**config.mk**
```make
export PLATFORM = sky130hd
export DESIGN_NAME = stepper_move_scheduler
export DESIGN_NICKNAME = d
export VERILOG_FILES = /design/src/rtl/stepper_move_scheduler.sv
export SDC_FILE = /design/constraint.sdc
export NUM_CORES = 1
export LEC_CHECK = 0
export ABC_AREA = 0
export CAP_MARGIN = 20
export CORE_ASPECT_RATIO = 1.1
export CORE_UTILIZATION = 54
export DETAILED_ROUTE_END_ITERATION = 8
export PLACE_DENSITY = 0.83
export REMOVE_ABC_BUFFERS = 1
export SLEW_MARGIN = 20
export SYNTH_ARGS = -nofsm -noshare
export SYNTH_HDL_FRONTEND = slang
export SYNTH_SLANG_ARGS = --single-unit
```
**constraint.sdc**
```tcl
create_clock -name clk -period 5 [get_ports clk]
set_input_delay 1 -clock clk [delete_from_list [all_inputs] [get_ports clk]]
set_output_delay 1 -clock clk [all_outputs]
set_load 0.1 [all_outputs]
```
**src/rtl/stepper_move_scheduler.sv**
```systemverilog
// stepper_move_scheduler
//
// This block sequences relative stepper-motor moves for the application
// processor. It accepts one move command at a time over a valid/ready
// handshake. A command carries a signed step count, the step mode and the
// inter-step delay. The block then:
//   - tracks the absolute position in half-step units,
//   - drives the 4-phase coil pattern,
//   - paces the steps with an internal delay counter,
//   - signals completion with a one-cycle done pulse.
//
// Ports
//   clk         system clock
//   reset       synchronous, active-high reset (highest priority)
//   cmd_valid   move command present
//   cmd_ready   high only in IDLE; a command is taken when cmd_valid is high
//   cmd_steps   signed step count (positive = forward, negative = reverse)
//   cmd_half    1 = half step (+/-1 per step), 0 = full step (+/-2 per step)
//   cmd_delay   inter-step delay, in units of TICK_DIV clock cycles
//   abort       end the current move early (ignored in IDLE and STEP)
//   home        in IDLE with no command pending, zero the position
//   position    absolute half-step position, modulo 2^POS_W
//   coil        phase pattern {A,B,C,D}; registered from position
//   step_pulse  high for the single STEP cycle
//   busy        high in every state other than IDLE
//   done        one-cycle completion pulse
//   aborted     qualifies done; 1 if the move ended through abort

module stepper_move_scheduler #(
  parameter int unsigned POS_W    = 8,
  parameter int unsigned COUNT_W  = 8,
  parameter int unsigned DLY_W    = 8,
  parameter int unsigned TICK_DIV = 1000
) (
  input  logic               clk,
  input  logic               reset,
  input  logic               cmd_valid,
  output logic               cmd_ready,
  input  logic [COUNT_W-1:0] cmd_steps,
  input  logic               cmd_half,
  input  logic [DLY_W-1:0]   cmd_delay,
  input  logic               abort,
  input  logic               home,
  output logic [POS_W-1:0]   position,
  output logic [3:0]         coil,
  output logic               step_pulse,
  output logic               busy,
  output logic               done,
  output logic               aborted
);

  // The counter must hold (2^DLY_W) * TICK_DIV - 1.
  localparam int unsigned CNT_W = DLY_W + $clog2(TICK_DIV + 1);

  typedef enum logic [2:0] {
    IDLE,
    CHECK,
    STEP,
    WAIT,
    DONE
  } state_t;

  state_t             state;

  // Copy of the command that was latched at acceptance.
  logic               dir_neg;
  logic [COUNT_W-1:0] remaining;
  logic [POS_W-1:0]   inc;
  logic [DLY_W-1:0]   dly;

  logic [CNT_W-1:0]   dly_cnt;

  logic [COUNT_W-1:0] cmd_mag;
  logic [CNT_W-1:0]   wait_load;
  logic [POS_W-1:0]   pos_next;
  logic [3:0]         coil_next;

  // Magnitude of the step count as an unsigned value.
  // The most negative count maps to 2^(COUNT_W-1), which still fits.
  always_comb begin
    cmd_mag = cmd_steps;
    if (cmd_steps[COUNT_W-1]) begin
      cmd_mag = (~cmd_steps) + COUNT_W'(1);
    end
  end

  // WAIT spans wait_load + 1 cycles, which is (dly+1) * TICK_DIV.
  always_comb begin
    wait_load = (CNT_W'(dly) + CNT_W'(1)) * CNT_W'(TICK_DIV) - CNT_W'(1);
  end

  // Position after one step; it wraps modulo 2^POS_W.
  always_comb begin
    pos_next = dir_neg ? (position - inc) : (position + inc);
  end

  // Half-step phase table, indexed by the low three bits of the position.
  always_comb begin
    coil_next = 4'b1000;
    case (position[2:0])
      3'd0: coil_next = 4'b1000;
      3'd1: coil_next = 4'b1100;
      3'd2: coil_next = 4'b0100;
      3'd3: coil_next = 4'b0110;
      3'd4: coil_next = 4'b0010;
      3'd5: coil_next = 4'b0011;
      3'd6: coil_next = 4'b0001;
      3'd7: coil_next = 4'b1001;
      default: coil_next = 4'b1000;
    endcase
  end

  // Main controller. done, aborted and step_pulse are set on the edge that
  // enters DONE or STEP, so they line up with that state.
  always_ff @(posedge clk) begin
    if (reset) begin
      state      <= IDLE;
      position   <= '0;
      coil       <= 4'b1000;
      step_pulse <= 1'b0;
      done       <= 1'b0;
      aborted    <= 1'b0;
      busy       <= 1'b0;
      cmd_ready  <= 1'b1;
      dir_neg    <= 1'b0;
      remaining  <= '0;
      inc        <= '0;
      dly        <= '0;
      dly_cnt    <= '0;
    end else begin
      // coil always follows the position with a one-cycle lag.
      coil       <= coil_next;
      step_pulse <= 1'b0;
      done       <= 1'b0;
      aborted    <= 1'b0;

      case (state)
        IDLE: begin
          if (cmd_valid) begin
            dir_neg   <= cmd_steps[COUNT_W-1];
            remaining <= cmd_mag;
            inc       <= cmd_half ? POS_W'(1) : POS_W'(2);
            dly       <= cmd_delay;
            state     <= CHECK;
            cmd_ready <= 1'b0;
            busy      <= 1'b1;
          end else if (home) begin
            position <= '0;
          end
        end

        CHECK: begin
          if (abort) begin
            state   <= DONE;
            done    <= 1'b1;
            aborted <= 1'b1;
          end else if (remaining == '0) begin
            state <= DONE;
            done  <= 1'b1;
          end else begin
            state      <= STEP;
            step_pulse <= 1'b1;
          end
        end

        // The step always completes. An abort here is seen again in WAIT.
        STEP: begin
          position  <= pos_next;
          remaining <= remaining - COUNT_W'(1);
          dly_cnt   <= wait_load;
          state     <= WAIT;
        end

        WAIT: begin
          if (abort) begin
            state   <= DONE;
            done    <= 1'b1;
            aborted <= 1'b1;
          end else if (dly_cnt == '0) begin
            state <= CHECK;
          end else begin
            dly_cnt <= dly_cnt - CNT_W'(1);
          end
        end

        DONE: begin
          state     <= IDLE;
          cmd_ready <= 1'b1;
          busy      <= 1'b0;
        end

        default: begin
          state     <= IDLE;
          cmd_ready <= 1'b1;
          busy      <= 1'b0;
        end
      endcase
    end
  end

endmodule

```
==> results of run 1 <==
## cell families (layout without fill, tap and decap cells)
group	count (synthesis)	in the layout	synth area share, %
adder cells (fa/ha/maj)	69	69	21.4
flip-flops	57	57	23.8
buffers and inverters	76	167	6.12
AND/OR/NAND/NOR	190	190	19.3
AO/OA/AOI/OAI	146	146	19.2
multiplexers	3	3	0.652
XOR/XNOR	52	52	9.49
## path summary, 6_finish.rpt
path / start / end / slack [ns]
setup reg to reg: dly[0] / dly_cnt[17] / -0.02
hold reg to reg: busy / busy / 0.47
setup / recovery: dly[0] / dly_cnt[17] / -0.02
hold / removal: busy / busy / 0.47
## power by group through the flow
stage / combinational [mW] / clock, mW / sequential, mW
detailed placement: 1.40 / 0 / 0.530
CTS: 1.46 / 0.402 / 0.522
global route: 1.84 / 0.423 / 0.531
floorplan: 0.917 / 0 / 0.572
global placement: 1.35 / 0 / 0.528
finish: 1.70 / 0.404 / 0.526
## routing by layer
| layer | wire length, um | track usage [%] |
|---|---|---|
| met1 | 5090 | 31.7 |
| met2 | 6900 | 46.1 |
| met3 | 734 | 4.68 |
| met4 | 707 | 11.1 |
| met5 | 0 | 0 |
## metrics by stage
stage                     setup WS (ns)  setup TNS, ns  utilization (%)
final                           -0.0229        -0.0229             72.5
after global routing             -0.235         -0.738             72.5
after CTS                      0.000540              0             68.4
after detailed placement        -0.0962         -0.189             65.1
after global placement           0.0529              0             65.1
after floorplan                  -0.326         -0.735                -
## repair_timing
action                     in CTS  in global routing
gates cloned                    0                  0
pin swaps                       8                 33
setup endpoints to repair       3                  6
gates resized for setup        12                 45
setup buffers                   4                 14
## cells in the final DEF (no fill, tap or decap), types with 4 or more instances in the layout
master           netlist  routed
nand2_1               47      47
nor2b_1                5       5
xnor2_2                0       9
o22ai_1                8       8
nand3_1               13       9
nor3_1                17      15
a21oi_1               45      44
nor2_1                60      60
a211oi_1               9       9
ha_4                   0       7
o31ai_1                6       6
xor2_1                20      17
nand2b_1               9       9
clkbuf_8               0      11
a21o_1                 9       9
o21ai_0               31      29
fa_1                  22      22
inv_1                 56      52
ha_1                  47      39
clkdlybuf4s50_1        0      37
buf_4                  0      54
xnor2_1               32      22
nor4_1                 8       8
a22oi_1                8       8
a31oi_1                5       5
dfxtp_4                0       4
dfxtp_1               57      53
## final cells by class
type,instances,area [um^2]
Clock buffer,11,151
Clock inverter,5,30.0
Fill cell,563,2340
Inverter,56,214
Multi-Input combinational cell,460,3650
Sequential cell,57,1160
Tap cell,111,139
Timing Repair Buffer,95,815
## flip-flops by register name, summed over array words and instances, names as in the netlist
| register | flops |
|---|---|
| dly | 8 |
| done | 1 |
| dir_neg | 1 |
| step_pulse | 1 |
| coil | 4 |
| dly_cnt | 18 |
| aborted | 1 |
| state | 3 |
| inc | 2 |
| remaining | 8 |
| position | 8 |
| cmd_ready | 1 |
| busy | 1 |
## critical path, stage by stage (launching register included)
cell and delay (ns):
dfxtp_4 0.40, nand3_4 0.10, xnor2_2 0.30, inv_2 0.07, fa_1 0.56, fa_1 0.45
fa_1 0.48, fa_1 0.51, inv_2 0.05, ha_4 0.23, and2_4 0.14, o21ai_2 0.15
nand3b_1 0.18, buf_4 0.19, xnor2_1 0.17, nand2_1 0.10, nand4b_1 0.21, o311a_1 0.39
a211o_1 0.22
==> impl_metrics.yaml, run 1 <==
run_status:
  run_status: "finished, violations left"
  violations: "negative setup slack"
logic_synthesis:
  synth_area_leader_cell: "dfxtp_1"
  synth.top_cell.area_share_pct: 23.8
  number_of_flops_mapped_to_enable_cells_by_yosys: 0
  synth_most_common_cell: "nor2_1"
  synth.cells.most_frequent: "nor2_1 (60), dfxtp_1 (57), inv_1 (56)"
  count_of_state_elements_after_synthesis: 57
  synthesis.area_per_instance_um2: 8.10
  post_synth_inst_count: 593
  netlist_top_cells_area: "dfxtp_1 (24%), ha_1 (12%), fa_1 (9.2%)"
  synthFlopType: "dfxtp_1"
  synth_seq_area_share_pct: 23.8
  mappedNetlistArea_um2: 4800
  synth-async-reset-ratio_pct: 0
  yosys.cell_types.count: 63
  synth_warnings: 0
placement:
  hpwl_um: 8560
  io_buffer_count: 38
  detailed_place.area_um2: 5530
  post-place-cells: 761
  gp_congestion: 0.944
layout:
  instances_no_fill: 795
  area_growth_syn_to_layout_pct: 28.3
  final_layout_size_suffix_gt1_share_pct: 18.9
  diodes: 0
  finish.instance_area_um2: 6160
  post_layout_nets: 770
power_and_ir_drop:
  p_switching_mw: 1.15
  fin_total_pwr_mw: 2.63
  part_of_the_total_power_dissipated_in_the_clock_network_pct: 15.4
  seqPwrFrac_pct: 20.0
  cell_internal_power_mw: 1.49
  logic_gate_share_of_total_power_pct: 64.6
  leakage_nw: 2.68
  power.switching_fraction_pct: 43.5
  powerDensity_nw_per_um2: 427
  worst_ir_drop_vdd_uv: 215
global_routing:
  antenna_violations_before_repair: 0
  grt_first_pass_wirelength_um: 19800
  global_route.overflow_total: 0
  vias_in_the_first_global_route: 4488
  grtUsageTotal_pct: 26.3
  grt_max_degree: 57
clock_tree:
  clkTransAtPathRegs_ns: 0.08
  tritoncts: "yes"
  ctsLongestPathBuffers: 2
  numCtsBuffers: 9
  cts.sinks: 57
  cts-htree-levels: 3
  root_buffer: "clkbuf_8"
  postCtsHoldBufs: 0
  insertion_delay_ns: 0.35
timing:
  min_period_ns: 5.02
  report.final.hold_viol_count: 0
  timing.clock.skew_ns: 0.0137
  setup_ws_ns: -0.0229
  tightestPinTransition_ns: 1.00
  holdWs_ns: 0.474
  final_min_period_over_clock_period_pct: 100
  setup_viol_count_final: 1
  achievable-frequency_ghz: 0.199
  setup_repair_after_global_routing_missed_its_margin: "true"
  timing.final.max_slew_violations: 0
  worst_case_headroom_to_the_max_slew_limit_pct: 33.0
drt:
  antenna_violating_nets_post_route: 0
  route.detailed.wl_per_inst_um: 16.9
  first_pass_iters: 5
  detailedRoute.firstIterationViolations: 305
  postRouteWirelength_um: 13400
  via_count_of_the_routed_design: 4775
  routed_via_density: 6.01
  drt_drc_violations_left: 0
floorplan:
  fp.coreArea_um2: 8500
  dieHeight_um: 101
  effective_utilization_at_floorplan_pct: 56.5
  num_io_pins: 39
  die_width_um: 91.9
  fp.dieArea_um2: 9270
  fp-row-count: 35
worst_setup_path:
  max_fo_critical_path: 5
  arrival_ns: 5.26
  critPathKind: "register to register"
  worstRegToRegCells: 18
  critPathLaunchType: "register"
  end_kind: "register"
  req_time_crit_path_ns: 5.24
min_path:
  holdCritPathClass: "register to register"
  timing.hold.worst_path_depth: 1
job:
  max_cap_viol: 0
Power figures use the tool's default switching activity.
==> run 2: changes to the inputs <==
Settings changed: PLACE_DENSITY 0.83 to 0.77.
==> impl_metrics.yaml, run 2 (synthesis gave the netlist of run 1 again) <==
run_status:
  run_status: "complete, no violations"
clock_tree:
  insertion_delay_ns: 0.34
  tritoncts: "yes"
  cts-htree-levels: 3
  postCtsHoldBufs: 0
  ctsLongestPathBuffers: 2
  clkTransAtPathRegs_ns: 0.07
  cts.sinks: 57
  numCtsBuffers: 9
  root_buffer: "clkbuf_8"
layout:
  layout_commonest_cell: "nor2_1"
  final_cell_mix: "nor2_1 (60), inv_1 (55), dfxtp_1 (52), buf_4 (50), nand2_1 (47)"
  flip_flop_count_of_the_largest_register_after_layout: 18
  final_core_utilization_pct: 71.7
  area_growth_syn_to_layout_pct: 26.9
  final_layout_size_suffix_gt1_share_pct: 17.1
  register_name_with_the_most_flops: "dly_cnt"
  post_layout_nets: 765
  finish.instance_area_um2: 6090
  diodes: 0
floorplan:
  dieHeight_um: 101
  die_width_um: 91.9
  effective_utilization_at_floorplan_pct: 56.5
  fp-row-count: 35
  fp.dieArea_um2: 9270
  fp.coreArea_um2: 8500
  num_io_pins: 39
drt:
  postRouteWirelength_um: 12100
  drt_drc_violations_left: 0
  via_count_of_the_routed_design: 4559
  detailedRoute.firstIterationViolations: 214
  route.detailed.wl_per_inst_um: 15.3
  antenna_violating_nets_post_route: 0
  first_pass_iters: 5
  routed_via_density: 5.77
power_and_ir_drop:
  part_of_the_total_power_dissipated_in_the_clock_network_pct: 16.7
  leakage_nw: 2.63
  worst_ir_drop_vdd_uv: 340
  fin_total_pwr_mw: 2.69
  p_switching_mw: 1.17
  cell_internal_power_mw: 1.53
  logic_gate_share_of_total_power_pct: 63.8
  seqPwrFrac_pct: 19.5
  power.switching_fraction_pct: 43.3
  powerDensity_nw_per_um2: 442
global_routing:
  antenna_violations_before_repair: 0
  grt_max_degree: 32
  global_route.overflow_total: 0
  vias_in_the_first_global_route: 4284
  grtUsageTotal_pct: 25.4
  grt_first_pass_wirelength_um: 19100
timing:
  worst_case_headroom_to_the_max_slew_limit_pct: 34.9
  achievable-frequency_ghz: 0.202
  min_period_ns: 4.96
  report.final.hold_viol_count: 0
  timing.final.max_slew_violations: 0
  setup_viol_count_final: 0
  tightestPinTransition_ns: 0.974
  final_min_period_over_clock_period_pct: 99.1
  timing.clock.skew_ns: 0.0114
worst_setup_path:
  critPathLaunchType: "register"
  critical_path.most_common_cell: "fa_1"
  max_fo_critical_path: 5
  critical_path_cell_by_cell: "buf_6 > inv_1 > ha_4 > fa_1 > fa_1 > fa_1 > fa_1 > inv_1 > ha_1 > buf_4 > nand4_1 > and3_1 > buf_4 > o31ai_1 > a21oi_1 > xnor2_1 > nor2_1 > a211o_1"
  critPathKind: "register to register"
  arrival_ns: 5.18
  req_time_crit_path_ns: 5.23
  cp_slowest_cell: "fa_1"
  slowest_delay_ns: 0.52
  end_kind: "register"
placement:
  gp_congestion: 0.901
  detailed_place.area_um2: 5520
  hpwl_um: 8340
  io_buffer_count: 38
job:
  max_cap_viol: 0
min_path:
  holdCritPathClass: "register to register"
run 2: cell count changes in the layout (fill, tap and decap cells not counted), sizes merged:
cell / before / now
clkinvlp: 3 / 4
inv: 55 / 56
bufinv: 0 / 1
clkbuf: 11 / 10
clkinv: 3 / 1
buf: 58 / 53
run 2: cell type report:
type | instances | area [um^2]
multi-input combinational | 460 | 3610
fill | 670 | 2400
sequential | 57 | 1160
timing repair buffer | 90 | 773
inverter | 56 | 214
tap | 111 | 139
clock buffer | 10 | 138
clock inverter | 6 | 66.3
run 2: final timing paths:
kind	startpoint	to	slack, ns	depth (start not counted)
max	dly[0]	dly_cnt[17]	0.04	18
min	cmd_ready	cmd_ready	0.47	2
max reg2reg	dly[0]	dly_cnt[17]	0.04	18
min reg2reg	cmd_ready	cmd_ready	0.47	2
run 2: worst max-delay path: cells and delay by family, from the launching register on:
family | cells | cell delay (ns)
fa+ha+maj | 6 | 2.45
compound gates | 3 | 0.69
buf+inv | 5 | 0.55
simple gates | 3 | 0.45
flops | 1 | 0.39
xor+xnor | 1 | 0.30
run 2: repair_timing:
action                     in CTS  in global routing
pin swaps                      10                 24
setup buffers                   4                 10
resized for setup              13                 35
setup endpoints to repair       6                  7
run 2: per-stage QoR:
stage,setup slack (ns),TNS [ns],std cells,hold WS [ns]
detailed placement,-0.291,-0.815,760,0.462
global route,-0.167,-0.593,790,0.497
floorplan,-0.326,-0.735,573,0.444
CTS,0.00897,0,780,0.479
global placement,0.0212,0,760,0.452
finish,0.0432,0,790,0.468
run 2: power by group through the flow:
| stage | logic [mW] | registers, mW | clock network, mW |
|---|---|---|---|
| after floorplan | 0.917 | 0.572 | 0 |
| after global placement | 1.34 | 0.528 | 0 |
| after detailed placement | 1.39 | 0.530 | 0 |
| after CTS | 1.46 | 0.521 | 0.452 |
| after global routing | 1.87 | 0.529 | 0.473 |
| final | 1.72 | 0.525 | 0.448 |
run 2: metal layers:
layer | global-route usage, % | up-vias | share of wire [%]
li1 | - | 2222 | -
met2 | 46.4 | 135 | 52
met5 | 0 | - | 0
met1 | 30.9 | 2174 | 42
met3 | 3.70 | 28 | 4.0
met4 | 7.81 | 0 | 2.1
==> run 3: changes to the inputs <==
Clock period 5 ns to 4 ns, I/O delays scaled along.
==> impl_metrics.yaml, run 3 (synthesis gave the netlist of run 1 again) <==
run_status:
  run_status: "finished, violations left"
  violations: "negative setup slack"
drt:
  drt_drc_violations_left: 0
  via_count_of_the_routed_design: 5046
  antenna_violating_nets_post_route: 0
  routed_via_density: 6.09
  first_pass_iters: 5
  route.detailed.wl_per_inst_um: 18.5
  detailedRoute.firstIterationViolations: 415
  postRouteWirelength_um: 15400
global_routing:
  grtUsageTotal_pct: 30.6
  grt_first_pass_wirelength_um: 22500
  antenna_violations_before_repair: 0
  vias_in_the_first_global_route: 4925
  global_route.overflow_total: 0
  grt_max_degree: 39
power_and_ir_drop:
  leakage_nw: 2.95
  worst_ir_drop_vdd_uv: 289
  fin_total_pwr_mw: 4.04
  powerDensity_nw_per_um2: 601
  part_of_the_total_power_dissipated_in_the_clock_network_pct: 15.5
  p_switching_mw: 1.74
  power.switching_fraction_pct: 42.9
  seqPwrFrac_pct: 16.3
  cell_internal_power_mw: 2.31
  logic_gate_share_of_total_power_pct: 68.2
min_path:
  holdCritPathClass: "register to register"
worst_setup_path:
  end_kind: "register"
  ff2ff_setup_slack_ns: -0.99
  cp_num_buf_inv: 2
  critical_path_cell_by_cell: "ha_4 > xor2_4 > inv_2 > fa_1 > fa_1 > fa_1 > fa_1 > inv_2 > ha_4 > and2_4 > o21ai_4 > nand3b_1 > o31ai_2 > xor2_1 > nand4b_1 > o311a_1 > a211o_1"
  timing.critical_path.max_delay_family: "adder cells"
  slowest_delay_ns: 0.53
  max_fo_critical_path: 4
  arrival_ns: 5.23
  critPathLaunchType: "register"
  critPathKind: "register to register"
  req_time_crit_path_ns: 4.24
  critical_path.most_common_cell: "fa_1"
  cp_slowest_cell: "fa_1"
clock_tree:
  clkTransAtPathRegs_ns: 0.07
  tritoncts: "yes"
  insertion_delay_ns: 0.35
  postCtsHoldBufs: 0
  cts-htree-levels: 3
  ctsLongestPathBuffers: 2
  cts.sinks: 57
  root_buffer: "clkbuf_8"
  numCtsBuffers: 9
timing:
  tightestPinTransition_ns: 0.984
  final_min_period_over_clock_period_pct: 125
  min_period_ns: 4.99
  timing.setup.tns_ns: -6.05
  setup_repair_after_global_routing_missed_its_margin: "true"
  report.final.hold_viol_count: 0
  setup_ws_ns: -0.987
  timing.final.max_slew_violations: 0
  worst_case_headroom_to_the_max_slew_limit_pct: 34.2
  timing.clock.skew_ns: 0.00904
  setup_viol_count_final: 9
  achievable-frequency_ghz: 0.201
layout:
  post_layout_nets: 804
  register_name_with_the_most_flops: "dly_cnt"
  diodes: 0
  final_core_utilization_pct: 79.3
  flip_flop_count_of_the_largest_register_after_layout: 18
  layout_commonest_cell: "buf_4"
  final_layout_size_suffix_gt1_share_pct: 27.4
  final_cell_mix: "buf_4 (82), nor2_1 (57), dfxtp_1 (53), inv_1 (48), nand2_1 (47)"
  final.fill_count: 530
  instances_no_fill: 829
  area_growth_syn_to_layout_pct: 40.3
floorplan:
  dieHeight_um: 101
  die_width_um: 91.9
  fp-row-count: 35
  num_io_pins: 39
  fp.coreArea_um2: 8500
  effective_utilization_at_floorplan_pct: 56.5
  fp.dieArea_um2: 9270
placement:
  io_buffer_count: 38
  placement.setup.worst_slack_ns: -1.21
  post-place-cells: 797
  gp_congestion: 0.892
  hpwl_um: 9000
job:
  max_cap_viol: 0
## run 3: area by class of cell
class / count / area, um^2 / area share, %
timing repair buffer: 129 / 1090 / 16.2
sequential: 57 / 1150 / 17.1
multi-input combinational: 460 / 3910 / 58.1
tap: 111 / 139 / 2.06
clock buffer: 9 / 124 / 1.84
inverter: 56 / 213 / 3.16
clock inverter: 7 / 103 / 1.52
## run 3: through the flow
stage | area [um^2] | hold slack (ns)
finish | 6740 | 0.488
global route | 6740 | 0.519
CTS | 6460 | 0.480
detailed placement | 5800 | 0.464
global placement | 5800 | 0.452
floorplan | 4720 | 0.444
## run 3: metal layers
| metal | share of wire [%] | track usage (%) | up-vias |
|---|---|---|---|
| met4 | 5.4 | 15.7 | 0 |
| li1 | - | - | 2305 |
| met2 | 52 | 57.0 | 255 |
| met3 | 6.2 | 4.52 | 83 |
| met5 | 0 | 0 | - |
| met1 | 37 | 33.8 | 2403 |
## run 3: repair_timing
item | 4_1_cts | 5_1_grt
pin swaps | 41 | 34
gates cloned | 0 | 0
gates resized for setup | 63 | 48
setup buffers | 14 | 5
setup endpoints to repair | 10 | 10
## run 3: final timing paths
| path | startpoint | to | cells past startpoint |
|---|---|---|---|
| worst max-delay path | dly[0] | dly_cnt[17] | 17 |
| worst min-delay path | dly_cnt[7] | dly_cnt[7] | 2 |
| worst min register to register | dly_cnt[7] | dly_cnt[7] | 2 |
| worst max register to register | dly[0] | dly_cnt[17] | 17 |
## run 3: power by group through the flow
stage               Sequential, mW  Clock (mW)  Combinational (mW)
floorplan                    0.715           0                1.15
global placement             0.658           0                1.84
detailed placement           0.661           0                1.90
CTS                          0.652       0.625                2.25
global route                 0.662       0.652                2.94
finish                       0.657       0.627                2.76
## run 3: worst register-to-register path, stage by stage (launching register included)
cell	delay, ns
dfxtp_4	0.40
ha_4	0.20
xor2_4	0.19
inv_2	0.08
fa_1	0.53
fa_1	0.46
fa_1	0.49
fa_1	0.52
inv_2	0.05
ha_4	0.22
and2_4	0.15
o21ai_4	0.14
nand3b_1	0.17
o31ai_2	0.26
xor2_1	0.29
nand4b_1	0.17
o311a_1	0.34
a211o_1	0.23
